[src/rtl/sounder_seq.sv]
// Chip/sweep sequencer for a PN channel sounder: paces the transmitter, the
// correlator accumulate strobes and the per-bin readout of the receive buffer.
//
//   state | meaning
//   IDLE  | stopped; counters held at zero
//   RUN   | transmitting and (if rx_en) accumulating sweeps
//   DUMP  | one sweep of buffer readout; transmitter keeps running
module sounder_seq #(
    parameter logic [6:0] ADDR_MODE = 7'd32,
    parameter logic [6:0] ADDR_CFG  = 7'd33
) (
    input  logic        clk_i,
    input  logic        rst_i,
    input  logic [6:0]  saddr_i,
    input  logic [31:0] sdata_i,
    input  logic        s_strobe_i,
    output logic        tx_strobe_o,
    output logic        rx_strobe_o,
    output logic        dump_strobe_o,
    output logic [15:0] phase_o,
    output logic        first_sweep_o,
    output logic        loopback_o,
    output logic        busy_o
);

    localparam logic [1:0] S_IDLE = 2'd0;
    localparam logic [1:0] S_RUN  = 2'd1;
    localparam logic [1:0] S_DUMP = 2'd2;

    logic [2:0]  mode_q, mode_d;
    logic [3:0]  deg_q, deg_d;
    logic [3:0]  avg_q, avg_d;
    logic [15:0] div_q, div_d;
    logic [1:0]  state_q, state_d;
    logic [15:0] phase_q, phase_d;
    logic [15:0] sweep_q, sweep_d;
    logic [15:0] div_cnt_q, div_cnt_d;

    logic        tx_q, tx_d, rx_q, rx_d, dump_q, dump_d;
    logic        first_q, first_d, busy_q, busy_d;
    logic [15:0] phase_out_q, phase_out_d;

    logic        wr_mode, wr_cfg, wr_any;
    logic        tx_en, rx_en, active, tick, sweep_end;
    logic [3:0]  deg_eff;
    logic [16:0] deg_pow, avg_pow;
    logic [15:0] last_phase, last_sweep;
    logic        unused_sdata;

    assign unused_sdata = ^sdata_i[31:24];

    assign wr_mode = s_strobe_i && (saddr_i == ADDR_MODE);
    assign wr_cfg  = s_strobe_i && (saddr_i == ADDR_CFG);
    assign wr_any  = wr_mode || wr_cfg;

    assign tx_en = mode_q[0];
    assign rx_en = mode_q[1];

    // Degrees below 2 would give a zero- or one-chip sequence, so clamp to 2.
    assign deg_eff    = (deg_q < 4'd2) ? 4'd2 : deg_q;
    assign deg_pow    = 17'd1 << deg_eff;
    assign last_phase = 16'(deg_pow - 17'd2);
    assign avg_pow    = 17'd1 << avg_q;
    assign last_sweep = 16'(avg_pow - 17'd1);

    assign active    = (state_q == S_RUN) || (state_q == S_DUMP);
    assign tick      = active && (div_cnt_q == 16'd0) && !wr_any;
    assign sweep_end = tick && (phase_q == last_phase);

    always_comb begin
        mode_d    = wr_mode ? sdata_i[2:0] : mode_q;
        deg_d     = wr_cfg ? sdata_i[3:0] : deg_q;
        avg_d     = wr_cfg ? sdata_i[7:4] : avg_q;
        div_d     = wr_cfg ? sdata_i[23:8] : div_q;
        state_d   = state_q;
        phase_d   = phase_q;
        sweep_d   = sweep_q;
        div_cnt_d = div_cnt_q;

        if (wr_any) begin
            state_d   = S_IDLE;
            phase_d   = 16'd0;
            sweep_d   = 16'd0;
            div_cnt_d = 16'd0;
        end else begin
            case (state_q)
                S_IDLE: begin
                    phase_d   = 16'd0;
                    sweep_d   = 16'd0;
                    div_cnt_d = 16'd0;
                    if (tx_en || rx_en) state_d = S_RUN;
                end
                S_RUN, S_DUMP: begin
                    div_cnt_d = (div_cnt_q == div_q) ? 16'd0 : div_cnt_q + 16'd1;
                    if (tick) phase_d = sweep_end ? 16'd0 : phase_q + 16'd1;
                    if (sweep_end) begin
                        if (state_q == S_DUMP) begin
                            state_d   = S_RUN;
                            sweep_d   = 16'd0;
                            div_cnt_d = 16'd0;
                        end else if (rx_en && (sweep_q == last_sweep)) begin
                            state_d   = S_DUMP;
                            sweep_d   = 16'd0;
                            div_cnt_d = 16'd0;
                        end else begin
                            sweep_d = sweep_q + 16'd1;
                        end
                    end
                end
                default: state_d = S_IDLE;
            endcase
        end
    end

    // Outputs are registered from the pre-edge counters so each strobe lines
    // up with the phase value it refers to.
    always_comb begin
        tx_d        = tick && tx_en;
        rx_d        = tick && rx_en && (state_q == S_RUN);
        dump_d      = tick && (state_q == S_DUMP);
        first_d     = !wr_any && (state_q == S_RUN) && (sweep_q == 16'd0);
        busy_d      = (state_d != S_IDLE);
        phase_out_d = wr_any ? 16'd0 : phase_q;
    end

    always_ff @(posedge clk_i) begin
        if (rst_i) begin
            mode_q      <= 3'd0;
            deg_q       <= 4'd0;
            avg_q       <= 4'd0;
            div_q       <= 16'd0;
            state_q     <= S_IDLE;
            phase_q     <= 16'd0;
            sweep_q     <= 16'd0;
            div_cnt_q   <= 16'd0;
            tx_q        <= 1'b0;
            rx_q        <= 1'b0;
            dump_q      <= 1'b0;
            first_q     <= 1'b0;
            busy_q      <= 1'b0;
            phase_out_q <= 16'd0;
        end else begin
            mode_q      <= mode_d;
            deg_q       <= deg_d;
            avg_q       <= avg_d;
            div_q       <= div_d;
            state_q     <= state_d;
            phase_q     <= phase_d;
            sweep_q     <= sweep_d;
            div_cnt_q   <= div_cnt_d;
            tx_q        <= tx_d;
            rx_q        <= rx_d;
            dump_q      <= dump_d;
            first_q     <= first_d;
            busy_q      <= busy_d;
            phase_out_q <= phase_out_d;
        end
    end

    assign tx_strobe_o   = tx_q;
    assign rx_strobe_o   = rx_q;
    assign dump_strobe_o = dump_q;
    assign first_sweep_o = first_q;
    assign busy_o        = busy_q;
    assign phase_o       = phase_out_q;
    assign loopback_o    = mode_q[2];

endmodule
[config.mk]
export PLATFORM = sky130hd
export DESIGN_NAME = sounder_seq
export DESIGN_NICKNAME = d
export VERILOG_FILES = /design/src/rtl/sounder_seq.sv
export SDC_FILE = /design/constraint.sdc
export NUM_CORES = 1
export LEC_CHECK = 0
export CAP_MARGIN = 30
export CORE_MARGIN = 1.5
export CORE_UTILIZATION = 55
export CTS_BUF_LIST = sky130_fd_sc_hd__clkbuf_8
export CTS_CLUSTER_SIZE = 14
export DETAILED_ROUTE_END_ITERATION = 10
export PLACE_DENSITY_LB_ADDON = 0.15
export RECOVER_POWER = 100
export SYNTH_ARGS = -nofsm -noshare
export SYNTH_HDL_FRONTEND = slang
export SYNTH_SLANG_ARGS = --single-unit
[constraint.sdc]
create_clock -name clk_i -period 10.8 [get_ports clk_i]
set_input_delay 2.7 -clock clk_i [delete_from_list [all_inputs] [get_ports clk_i]]
set_output_delay 2.7 -clock clk_i [all_outputs]
set_load 0.005 [all_outputs]
==> flow_metrics.py <==
metrics = {
    "place": {
        "gp_congestion": 0.864,
        "post-dp-hpwl_mm": 9.96,
        "port_buffers": 55,
    },
    "routing": {
        "vias": 5269,
        "first_pass_iters": 5,
        "vias_per_cell": 5.89,
        "drc": 0,
        "routedWlPerCell_um": 15.3,
        "wl_mm": 13.7,
        "drt_iter0_drc": 343,
        "ant_nets": 0,
    },
    "floorplan": {
        "dieArea_um2": 11200,
        "die_w_um": 106,
        "row_count": 37,
        "initial_utilization": 0.565,
        "core-area_um2": 10300,
        "boundaryPins": 64,
        "dieHeight_um": 106,
    },
    "sta": {
        "rsz0062_at_grt": "false",
        "finalCritPeriodShare": 0.587,
        "period_needed_ns": 6.34,
        "hold_viol_final": 0,
        "fmax_mhz": 158,
        "worstMarginPinSlew_ns": 1.31,
        "tns_ns": 0,
        "relSlewSlack": 0.129,
        "fin_skew_ns": 0.0135,
        "setup_viol": 0,
        "finalMaxSlewViolations": 0,
    },
    "power_and_ir_drop": {
        "clkPwrFrac": 0.359,
        "power_mw": 0.603,
        "swShare": 0.240,
        "p_seq_frac": 0.600,
        "p_comb_frac": 0.040,
        "power.internal_mw": 0.458,
        "irDropWorstVdd_v": 0.000117,
        "cellLeakagePower_nw": 2.20,
        "power.switching_mw": 0.145,
        "power.density_nw_per_um2": 92.6,
    },
    "cells_and_area": {
        "area_delta_synth_final_pct": 11.6,
        "seq_area_um2": 1960,
        "drive_above_1_share": 0.0487,
        "multi_input_area_um2": 3510,
        "antenna_cells": 0,
        "fillers": 932,
        "nets": 810,
    },
    "logic_synthesis": {
        "yosysTopAreaCell": "dfxtp_1",
        "synth_top_cell_area_share": 0.336,
        "yosys_most_used_dff": "dfxtp_1",
        "synth_enable_flop_cells": 0,
        "synthArstFlopShare": 0,
        "synth_area_leaders": "dfxtp_1, a21oi_1, xnor2_1",
        "synth-seq-cells": 98,
        "synth_fp_nets": 794,
        "netlist_area_um2": 5830,
        "yosysSeqAreaShare": 0.336,
        "synthesis.instances": 738,
        "yosysMostFrequentCell": "dfxtp_1",
        "synth_area_per_cell_um2": 7.91,
        "yosys_warnings": 0,
        "synthDistinctLibCells": 79,
        "ys_top_cells_by_count": "dfxtp_1, nand2_1, a21oi_1",
    },
    "grt": {
        "grt_usage": 0.253,
        "grt_max_degree": 31,
        "grt_pass1_vias": 4808,
        "grt_pass1_wl_mm": 22.8,
        "grt_remaining_overflow": 0,
        "antenna_found_initial": 0,
    },
    "clock_network": {
        "cts_setup_buffers": 0,
        "cts-root-buf": "clkbuf_8",
        "cts_tree": "done",
        "cts.repair.resized": 0,
        "holdBufCountCts": 0,
        "numCtsBuffers": 9,
        "cts_sinks": 98,
        "clk_pin_slew_ns": 0.10,
        "htreeDepth": 3,
        "clock_latency_ns": 0.38,
        "cts_max_path_buffers": 2,
    },
    "setup_path": {
        "crit_buf_inv": 3,
        "cp.arrival_ns": 6.63,
        "cp_cell_sequence": "dlygate4sd3_1 > nand4bb_1 > nor4_1 > clkbuf_1 > or2_0 > nor3_1 > clkbuf_1 > a21o_1 > a22o_1",
        "crit_top_cell": "clkbuf_1",
        "slowest_stage": "clkbuf_1",
        "max_stage_delay_ns": 1.01,
        "cp-start-kind": "input pin",
        "path_max_fanout": 30,
        "worstSetupPathType": "in -> reg",
        "worstPathRequired_ns": 11.09,
        "worstSetupEndpointType": "flop",
        "crit_family": "buffers and inverters",
    },
    "job": {
        "max-cap-violations": 0,
    },
    "worst_hold_path": {
        "min_path_type": "reg -> reg",
    },
    "run_status": {
        "status": "finished clean",
    },
}
cell families (layout without fill, tap and decap cells):
logic type               Yosys count  in the layout  synth area share
buffers and inverters             85            106            0.0615
multiplexers                      14             14            0.0247
AND/OR/NAND/NOR                  320            320             0.298
XOR/XNOR                          43             43            0.0646
adder cells (fa/ha/maj)           14             14            0.0300
flip-flops                        98             98             0.336
AO/OA/AOI/OAI                    164            164             0.185
through the flow:
step / hold slack, ns / area (µm²) / instances / util / worst slack [ns]
floorplan: 0.449 / 5830 / 738 / - / 6.23
global placement: 0.463 / 6360 / 879 / 0.616 / 5.12
detailed placement: 0.466 / 6360 / 879 / 0.616 / 5.05
CTS: 0.480 / 6530 / 895 / 0.632 / 5.49
global route: 0.503 / 6510 / 895 / 0.631 / 4.26
finish: 0.476 / 6510 / 895 / 0.631 / 4.46
final cells by class:
cell class                 count  share of cell area
clock inverter                 7             0.00730
sequential                    98               0.301
timing repair buffer          61              0.0898
inverter                      29              0.0167
tap                          136              0.0261
multi-input combinational    555               0.540
clock buffer                   9              0.0190
power by group through the flow:
stage          combinational, mW  sequential [mW]  clock [mW]
4_1_cts                   0.0249            0.362       0.222
3_5_place_dp              0.0248            0.370           0
6_report                  0.0244            0.362       0.216
5_1_grt                   0.0263            0.362       0.236
2_1_floorplan            0.00962            0.370           0
3_3_place_gp              0.0244            0.370           0
routing by layer:
layer,routed length [µm],global-route usage,vias up
li1,-,-,2674
met1,6450,0.336,2456
met2,6460,0.420,124
met3,667,0.0503,15
met4,156,0.0637,0
met5,0,0,-
placed cells by master (no fill, tap or decap), types with 5 or more instances in the layout:
master	n
and2_1	14
o21ai_1	9
nand2_1	77
dfxtp_1	98
nor2b_1	9
or3_1	16
and3_1	12
nand2b_1	6
and2_0	5
nand4_1	13
a22o_1	7
clkbuf_8	9
o31ai_1	8
mux2i_1	11
a21oi_1	65
xnor2_1	35
nor4_1	11
o21ai_0	20
ha_1	14
xor2_1	8
clkdlybuf4s50_1	32
or4_1	8
nand3b_1	7
dlygate4sd3_1	23
nand3_1	61
a211oi_1	5
inv_1	29
nor2_1	36
nor3_1	16
worst reg2reg max path: cells and delay by family, from the launching register on:
family	cells	cell delay, ns
AO/OA/AOI/OAI	5	2.18
adder cells (fa/ha/maj)	2	0.70
buffers and inverters	2	0.34
flip-flops	1	0.80
AND/OR/NAND/NOR	3	0.96
final timing paths:
path	startpoint	to	slack [ns]	depth (start not counted)
hold reg to reg	div_q[14]	div_q[14]	0.48	2
setup / recovery	saddr_i[4]	phase_q[4]	4.46	9
hold / removal	div_q[14]	div_q[14]	0.48	2
setup reg to reg	deg_q[2]	sweep_q[1]	5.67	12
state kept, by name, indices dropped and copies added (netlist names):
signal and count:
state_q 2, div_cnt_q 16, avg_q 4, dump_strobe_o 1, tx_strobe_o 1, first_sweep_o 1
rx_strobe_o 1, phase_q 16, mode_q 3, deg_q 4, sweep_q 16, phase_o 16
busy_o 1, div_q 16
(Power assumes the default switching activity.)
